### src/rtl/mux_sel_ctrl_if.sv
// Request/grant bundle between the two channel requesters and mux_sel_ctrl.
// The master side drives requests and done, and the slave side returns select and grants.
interface mux_sel_ctrl_if;
    logic req_a;
    logic req_b;
    logic done;
    logic sel;
    logic gnt_a;
    logic gnt_b;
    logic busy;

    modport master (
        output req_a, req_b, done,
        input  sel, gnt_a, gnt_b, busy
    );

    modport slave (
        input  req_a, req_b, done,
        output sel, gnt_a, gnt_b, busy
    );
endinterface

### src/rtl/mux_sel_ctrl.sv
// Two-channel round-robin sequencer that drives the select input of a downstream 2:1 mux.
// A grant ends on done, on a request drop, or after MAX_HOLD cycles (legal range 1..255).
module mux_sel_ctrl #(
    parameter int MAX_HOLD = 8
) (
    input  logic          clk,
    input  logic          rst,
    mux_sel_ctrl_if.slave bus
);
    // state   | meaning
    // IDLE    | no owner; sel keeps the last granted channel
    // GRANT_A | channel A owns the path, sel=0
    // GRANT_B | channel B owns the path, sel=1
    typedef enum logic [1:0] {
        IDLE    = 2'd0,
        GRANT_A = 2'd1,
        GRANT_B = 2'd2
    } state_t;

    localparam logic [7:0] HOLD_LAST = 8'(MAX_HOLD - 1);

    state_t     state_q, state_d;
    logic       sel_q, sel_d;
    logic       last_q, last_d;
    logic [7:0] cnt_q, cnt_d;
    logic       gnt_a_q, gnt_a_d;
    logic       gnt_b_q, gnt_b_d;
    logic       busy_q, busy_d;
    logic       enter_a, enter_b;
    logic       hold_expired;

    assign hold_expired = (cnt_q == HOLD_LAST);

    always_ff @(posedge clk or posedge rst) begin
        if (rst) begin
            state_q <= IDLE;
            sel_q   <= 1'b0;
            last_q  <= 1'b1;
            cnt_q   <= 8'd0;
            gnt_a_q <= 1'b0;
            gnt_b_q <= 1'b0;
            busy_q  <= 1'b0;
        end else begin
            state_q <= state_d;
            sel_q   <= sel_d;
            last_q  <= last_d;
            cnt_q   <= cnt_d;
            gnt_a_q <= gnt_a_d;
            gnt_b_q <= gnt_b_d;
            busy_q  <= busy_d;
        end
    end

    always_comb begin
        state_d = state_q;
        sel_d   = sel_q;
        last_d  = last_q;
        cnt_d   = cnt_q;
        enter_a = 1'b0;
        enter_b = 1'b0;

        unique case (state_q)
            IDLE: begin
                if (bus.req_a && bus.req_b) begin
                    enter_a = last_q;
                    enter_b = !last_q;
                end else if (bus.req_a) begin
                    enter_a = 1'b1;
                end else if (bus.req_b) begin
                    enter_b = 1'b1;
                end
            end
            GRANT_A: begin
                if (bus.done || !bus.req_a || hold_expired) begin
                    // A still requesting without done means a timeout re-grant.
                    if (bus.req_b) begin
                        enter_b = 1'b1;
                    end else if (bus.req_a && !bus.done) begin
                        enter_a = 1'b1;
                    end else begin
                        state_d = IDLE;
                    end
                end else begin
                    cnt_d = cnt_q + 8'd1;
                end
            end
            GRANT_B: begin
                if (bus.done || !bus.req_b || hold_expired) begin
                    if (bus.req_a) begin
                        enter_a = 1'b1;
                    end else if (bus.req_b && !bus.done) begin
                        enter_b = 1'b1;
                    end else begin
                        state_d = IDLE;
                    end
                end else begin
                    cnt_d = cnt_q + 8'd1;
                end
            end
            default: state_d = IDLE;
        endcase

        if (enter_a) begin
            state_d = GRANT_A;
            sel_d   = 1'b0;
            last_d  = 1'b0;
            cnt_d   = 8'd0;
        end else if (enter_b) begin
            state_d = GRANT_B;
            sel_d   = 1'b1;
            last_d  = 1'b1;
            cnt_d   = 8'd0;
        end
    end

    // Outputs are flops fed from the next state, so they change together with sel.
    assign gnt_a_d = (state_d == GRANT_A);
    assign gnt_b_d = (state_d == GRANT_B);
    assign busy_d  = gnt_a_d || gnt_b_d;

    assign bus.sel   = sel_q;
    assign bus.gnt_a = gnt_a_q;
    assign bus.gnt_b = gnt_b_q;
    assign bus.busy  = busy_q;

`ifndef SYNTHESIS
    a_grant_exclusive: assert property (@(posedge clk) disable iff (rst) !(gnt_a_q && gnt_b_q));
`endif
endmodule

### src/flat_wrapper.sv
// flat-port wrapper written by rule: the top's interface ports become plain ports
module mux_sel_ctrl_flat 
#(
    parameter int MAX_HOLD = 8
)
  (clk, rst, bus_req_a, bus_req_b, bus_done, bus_sel, bus_gnt_a, bus_gnt_b, bus_busy);
  mux_sel_ctrl_if bus_i ();
  input  logic clk;
  input  logic rst;
  input wire logic [$bits(bus_i.req_a)-1:0] bus_req_a;
  input wire logic [$bits(bus_i.req_b)-1:0] bus_req_b;
  input wire logic [$bits(bus_i.done)-1:0] bus_done;
  output wire logic [$bits(bus_i.sel)-1:0] bus_sel;
  output wire logic [$bits(bus_i.gnt_a)-1:0] bus_gnt_a;
  output wire logic [$bits(bus_i.gnt_b)-1:0] bus_gnt_b;
  output wire logic [$bits(bus_i.busy)-1:0] bus_busy;
  assign bus_i.req_a = bus_req_a;
  assign bus_i.req_b = bus_req_b;
  assign bus_i.done = bus_done;
  assign bus_sel = bus_i.sel;
  assign bus_gnt_a = bus_i.gnt_a;
  assign bus_gnt_b = bus_i.gnt_b;
  assign bus_busy = bus_i.busy;
  mux_sel_ctrl #(.MAX_HOLD(MAX_HOLD)) u_core (.clk(clk), .rst(rst), .bus(bus_i));
endmodule
### config.mk
export PLATFORM = sky130hd
export DESIGN_NAME = mux_sel_ctrl_flat
export DESIGN_NICKNAME = d
export VERILOG_FILES = /design/src/rtl/mux_sel_ctrl_if.sv /design/src/rtl/mux_sel_ctrl.sv /design/src/flat_wrapper.sv
export SDC_FILE = /design/constraint.sdc
export NUM_CORES = 1
export LEC_CHECK = 0
export CAP_MARGIN = 20
export CORE_UTILIZATION = 50
export CTS_CLUSTER_SIZE = 24
export DETAILED_ROUTE_END_ITERATION = 8
export PLACE_DENSITY_LB_ADDON = 0.08
export SLEW_MARGIN = 0
export SYNTH_ARGS = -nofsm -noshare
export SYNTH_HDL_FRONTEND = slang
export SYNTH_SLANG_ARGS = --single-unit
### constraint.sdc
create_clock -name clk -period 4.6 [get_ports clk]
set_input_delay 0.92 -clock clk [delete_from_list [all_inputs] [get_ports clk]]
set_output_delay 0.92 -clock clk [all_outputs]
set_load 0.01 [all_outputs]
; ---- After elaboration in Yosys (flattened, before gate mapping)
; Index checks and enable logic that the tools add are counted.
[word_totals]
elab_cells = 62
ram_bits = 0
output_inout_bits = 4
in_bits = 5
latch_bits = 0
rom_bits = 0
register_bits = 15
mem_count = 0
[op_classes]
add_sub_neg = 1
n_lt_le_gt_ge = 0
n_mux = 31
div = 0
n_reduce_logical = 16
n_mul = 0
n_eq_ne = 7
n_shift = 0
n_bitwise = 0
[op_table]
columns = cell, n
row1 = $mux 8, 4
row2 = $mux 2, 8
row3 = $pmux 8 s2, 1
row4 = $mux 1, 15
row5 = $add 8x1->8 const B, 1
row6 = $eq 8x3->1 const B, 1
row7 = $ne 4x2->1 const B, 2
row8 = $pmux 1 s3, 2
row9 = $pmux 2 s3, 1
row10 = $logic_or 1x1->1, 5
row11 = $eq 2x1->1 const B, 2
row12 = $eq 2x2->1 const B, 2
row13 = $logic_not 1->1, 4
row14 = $reduce_bool 4->1, 1
row15 = $logic_and 1x1->1, 3
row16 = $reduce_and 3->1, 1
row17 = $logic_not 2->1, 1
row18 = $reduce_bool 2->1, 1

; ---- Longest topological paths before layout
[depth]
depth_word = 10
ltp_mapped = 9
mapped_depth_nobuf = 9

; ---- Least setup slack after synthesis
; No wires, ideal clock.
[synth_path]
path_type = input to register
from = in bus_req_a
to = reg u_core.busy_q (netlist: u_core.bus.busy)
path_stages = 7
arrival_ns = 1.975
setup_slack_ns = 2.512
required_ns = 4.487
setup_ns = 0.113
n_path_buf = 0
path_cell_list = o22ai_1 > a211o_1 > a21oi_1 > nand3_1 > and2_1 > ha_1 > inv_1
[synth_via]
elab_chain_cells = 9
word_cells_on_any_way = 29
classes_between = eq/ne (2) / mux (21) / reduce/logical (6)
[synth_lines]
columns = element, line
row1 = "start, declared", flat_wrapper.sv:10  ; input wire logic [$bits(bus_i.req_a)-1:0] bus_req_a;
row2 = $logic_and 1x1->1 / $logic_not 1->1 (equally long branches), "mux_sel_ctrl.sv:78, mux_sel_ctrl.sv:74"
row3 = $mux 2 / $logic_or 1x1->1 (equally long branches), "mux_sel_ctrl.sv:78, mux_sel_ctrl.sv:74"
row4 = $mux 2 / $logic_or 1x1->1 (equally long branches), "mux_sel_ctrl.sv:76, mux_sel_ctrl.sv:74"
row5 = $mux 2 / $mux 1 (equally long branches), mux_sel_ctrl.sv:74  ; if (bus.done || !bus.req_a || hold_expired) begin
row6 = $pmux 2 s3 / $pmux 1 s3 (equally long branches), mux_sel_ctrl.sv:62  ; unique case (state_q)
row7 = $mux 2, mux_sel_ctrl.sv:108  ; end else if (enter_b) begin
row8 = $mux 2 *, mux_sel_ctrl.sv:103  ; if (enter_a) begin
row9 = $eq 2x1->1 / $eq 2x2->1 (equally long branches), "mux_sel_ctrl.sv:117, mux_sel_ctrl.sv:118"
row10 = $logic_or 1x1->1 *, mux_sel_ctrl.sv:119  ; assign busy_d = gnt_a_d || gnt_b_d;
row11 = named net u_core.busy_d, mux_sel_ctrl.sv:28  ; logic busy_q, busy_d;
row12 = "end signal, assigned", mux_sel_ctrl.sv:50  ; busy_q <= busy_d;
row13 = "end, declared", mux_sel_ctrl.sv:28
; Mark *: on every way through the listed nets, which the timed path passes. The rest lies on a longest branch.
; A chain may end at the register's enable or synchronous reset.

; ---- Worst setup path in the final report
; Same ends and word-level chain as after synthesis.

==> metrics.yaml <==
status:
  run_status: "completed"
setup_path:
  rr_worst_depth: 6
  worst_path_largest_cell_delay_ns: 0.57
  path_class: "input pin to register"
  critPathArrivalTime_ns: 2.71
  cp_top_family: "buffers and inverters"
  critical_path.max_fanout: 6
  crit_start: "bus_req_a"
  critical_path.slowest_cell: "clkdlybuf4s50_1"
  critical_path.cell_chain: "clkdlybuf4s50_1 -> o22ai_1 -> a211o_1 -> a21oi_1 -> nand3_1 -> and2_1 -> ha_1 -> inv_1"
  worst_ep_required_ns: 4.80
  reg2reg_setup_slack_ns: 2.46
  cp-end-kind: "register"
  crit_path_end: "u_core.bus.busy"
  worst-path-buf-inv: 2
  reg_to_reg_critical_path_startpoint: "u_core.state_q[1]"
  critical_path.startpoint_type: "input pin"
  critical_path_depth_in_cells: 8
  r2r-end: "u_core.cnt_q[6]"
global_routing:
  maximum_number_of_pins_on_one_net_before_global_route_repair: 16
  vias_in_the_first_global_route: 716
  global_route.overflow_total: 0
  global_route.usage.met3_pct: 3.673
  layer_carrying_the_most_global_route_usage: "met2"
  grt_usage_pct: 20.72
  use_met2_pct: 36.76
  grt_first_pass_wirelength_mm: 2.939
  groute.layer.met1.usage_pct: 25.00
  initial_antenna_violation_count: 0
clocking:
  post_cts.resized_instances: 0
  post_cts_buffers: 0
  clk_pin_slew_ns: 0.10
  inserted_clock_buffers: 3
  hold_buffers: 0
  h-tree-depth: 1
  cts_tree: "yes"
  worst_skew_pair_latency_ns: 0.29
  tritoncts_num_sinks: 15
  ctsLongestPathBuffers: 2
  clock-root-buffer: "clkbuf_4"
synthesis:
  yosysTopAreaCellShare_pct: 38.46
  synthesis.yosys.warnings: 0
  mappedNetlistNets: 107
  post_synth_most_frequent_cells: "14 x dfrtp_1, 8 x inv_1, 7 x ha_1, 7 x nor2_1"
  synth_top_area_cell: "dfrtp_1"
  syn-mean-instance-area_um2: 9.588
  edff_count_synth: 0
  synth-main-ff-cell: "dfrtp_1"
  synth_area_um2: 910.9
  seq_area_frac_synth_pct: 41.35
  synth_async_sr_flop_share_pct: 100.0
  synth_cell_types: 31
  syn_inst: 95
  synth.top_cells.by_area: "dfrtp_1 38%, ha_1 9.6%, nand2b_1 3.4%, a21oi_1 3.3%, inv_1 3.3%"
  ys_seq_elements: 15
  yosysMostFrequentCell: "dfrtp_1"
power:
  cellLeakagePower_nw: 0.4511
  combinationalPowerShare_pct: 50.7
  swShare_pct: 41.84
  ir_drop_mv: 0.3745
  power.density_cell_area_nw_per_um2: 536.2
  pwr_total_mw: 0.5568
  power.net_switching_mw: 0.2330
  clock_power_share_pct: 14.3
  cellInternalPower_mw: 0.3238
  sequentialPowerShare_pct: 35.0
layout:
  finish.net_count: 119
  post-route-util_pct: 60.81
  n_antenna_cell: 0
  layout-area-overhead-vs-synth_pct: 14.01
  post_route_cells_drive_above_1_share_pct: 7.547
timing:
  achievable-frequency_mhz: 397.9
  finalClockSkew_ns: 0.005842
  fin_worst_hold_slack_ns: 0.5027
  period_share_pct: 54.63
  final_max_slew_viol_count: 0
  period_needed_ns: 2.513
  setup_viol: 0
  rsz_0062_raised_after_global_routing: "false"
  worstMarginPinSlew_ns: 0.5870
  timing_hold_violations_final: 0
  maxSlewHeadroom_pct: 60.60
  setup_tns_ns: 0
floorplanning:
  initial_core_utilization_pct: 53.33
  i_o_pin_cnt: 9
  die-height_um: 44.68
  core_region_area_um2: 1708
  dieArea_um2: 1996
  rows: 15
  die_w_um: 44.68
route:
  drt-initial-drc-count: 20
  detail_route.vias_per_cell: 5.702
  vias: 747
  first_pass_iters: 4
  routedWlPerCell_um: 13.27
  post-route-drc-count: 0
  ant_nets: 0
  final_wirelength_mm: 1.739
placed_design:
  buffer_ports.inserted: 8
  hpwlAfterDp_mm: 1.253
  gp_routability_congestion: 0.8719
job:
  cap_violations: 0
min_path:
  worst_hold_path_type: "register to register"
  timing.hold.worst.start: "u_core.bus.sel"
## logic make-up after synthesis
kind of cell,Yosys count,share of synthesized area (%)
adder cells (fa/ha/maj),7,9.615
AND/OR/NAND/NOR,34,20.60
XOR/XNOR,1,0.9617
buffers and inverters,9,4.533
multiplexers,1,1.099
flip-flops,15,41.35
AO/OA/AOI/OAI,28,21.84
## power by group through the flow
stage	logic (mW)	registers, mW	clock network [mW]
finish	0.282	0.195	0.0797
global route	0.316	0.201	0.0871
CTS	0.282	0.196	0.0820
detailed placement	0.279	0.198	0
global placement	0.275	0.197	0
floorplan	0.208	0.201	0
## cell type report
cell class	count	area, µm²
flip-flops and latches	15	376.6
repair buffers	8	80.08
clock inverters	1	5.005
well taps	25	31.28
clock buffers	3	22.52
inverters	8	30.03
fillers	158	669.4
multi-input cells	71	493.0
## metal layers
metal / vias to the layer above / wire length (µm)
met1: 358 / 769
li1: 367 / -
met4: 0 / 24
met5: - / 0
met3: 2 / 75
met2: 20 / 869
## flip-flops by register name, indices dropped and copies added, names as in the netlist
name,cells
u_core.bus.gnt_a,1
u_core.bus.busy,1
u_core.cnt_q,8
u_core.last_q,1
u_core.bus.gnt_b,1
u_core.bus.sel,1
u_core.state_q,2
## placed cells by master, fill, tap and decap left out, types with 5 or more instances in the layout
| master | count |
|---|---|
| nor2_1 | 7 |
| nand2b_1 | 5 |
| nand2_1 | 6 |
| clkdlybuf4s50_1 | 8 |
| inv_1 | 8 |
| dfrtp_1 | 14 |
| ha_1 | 7 |
| a21oi_1 | 6 |
## worst min path at each step
stage	to	slack (ns)	depth (start not counted)
2_1_floorplan	u_core.cnt_q[1]	0.52	2
3_3_place_gp	u_core.bus.sel	0.49	1
3_5_place_dp	u_core.bus.sel	0.49	1
4_1_cts	u_core.bus.sel	0.52	1
5_1_grt	u_core.bus.sel	0.54	1
6_report	u_core.bus.sel	0.50	1
## metrics by stage
step,setup WS (ns),std cells,area (µm²)
detailed placement,1.786,127,1011
global placement,1.796,127,1011
finish,2.087,131,1039
CTS,2.106,131,1039
global route,1.863,131,1039
floorplan,2.512,95,910.9
Note: power is estimated with default switching activity, not from simulation.
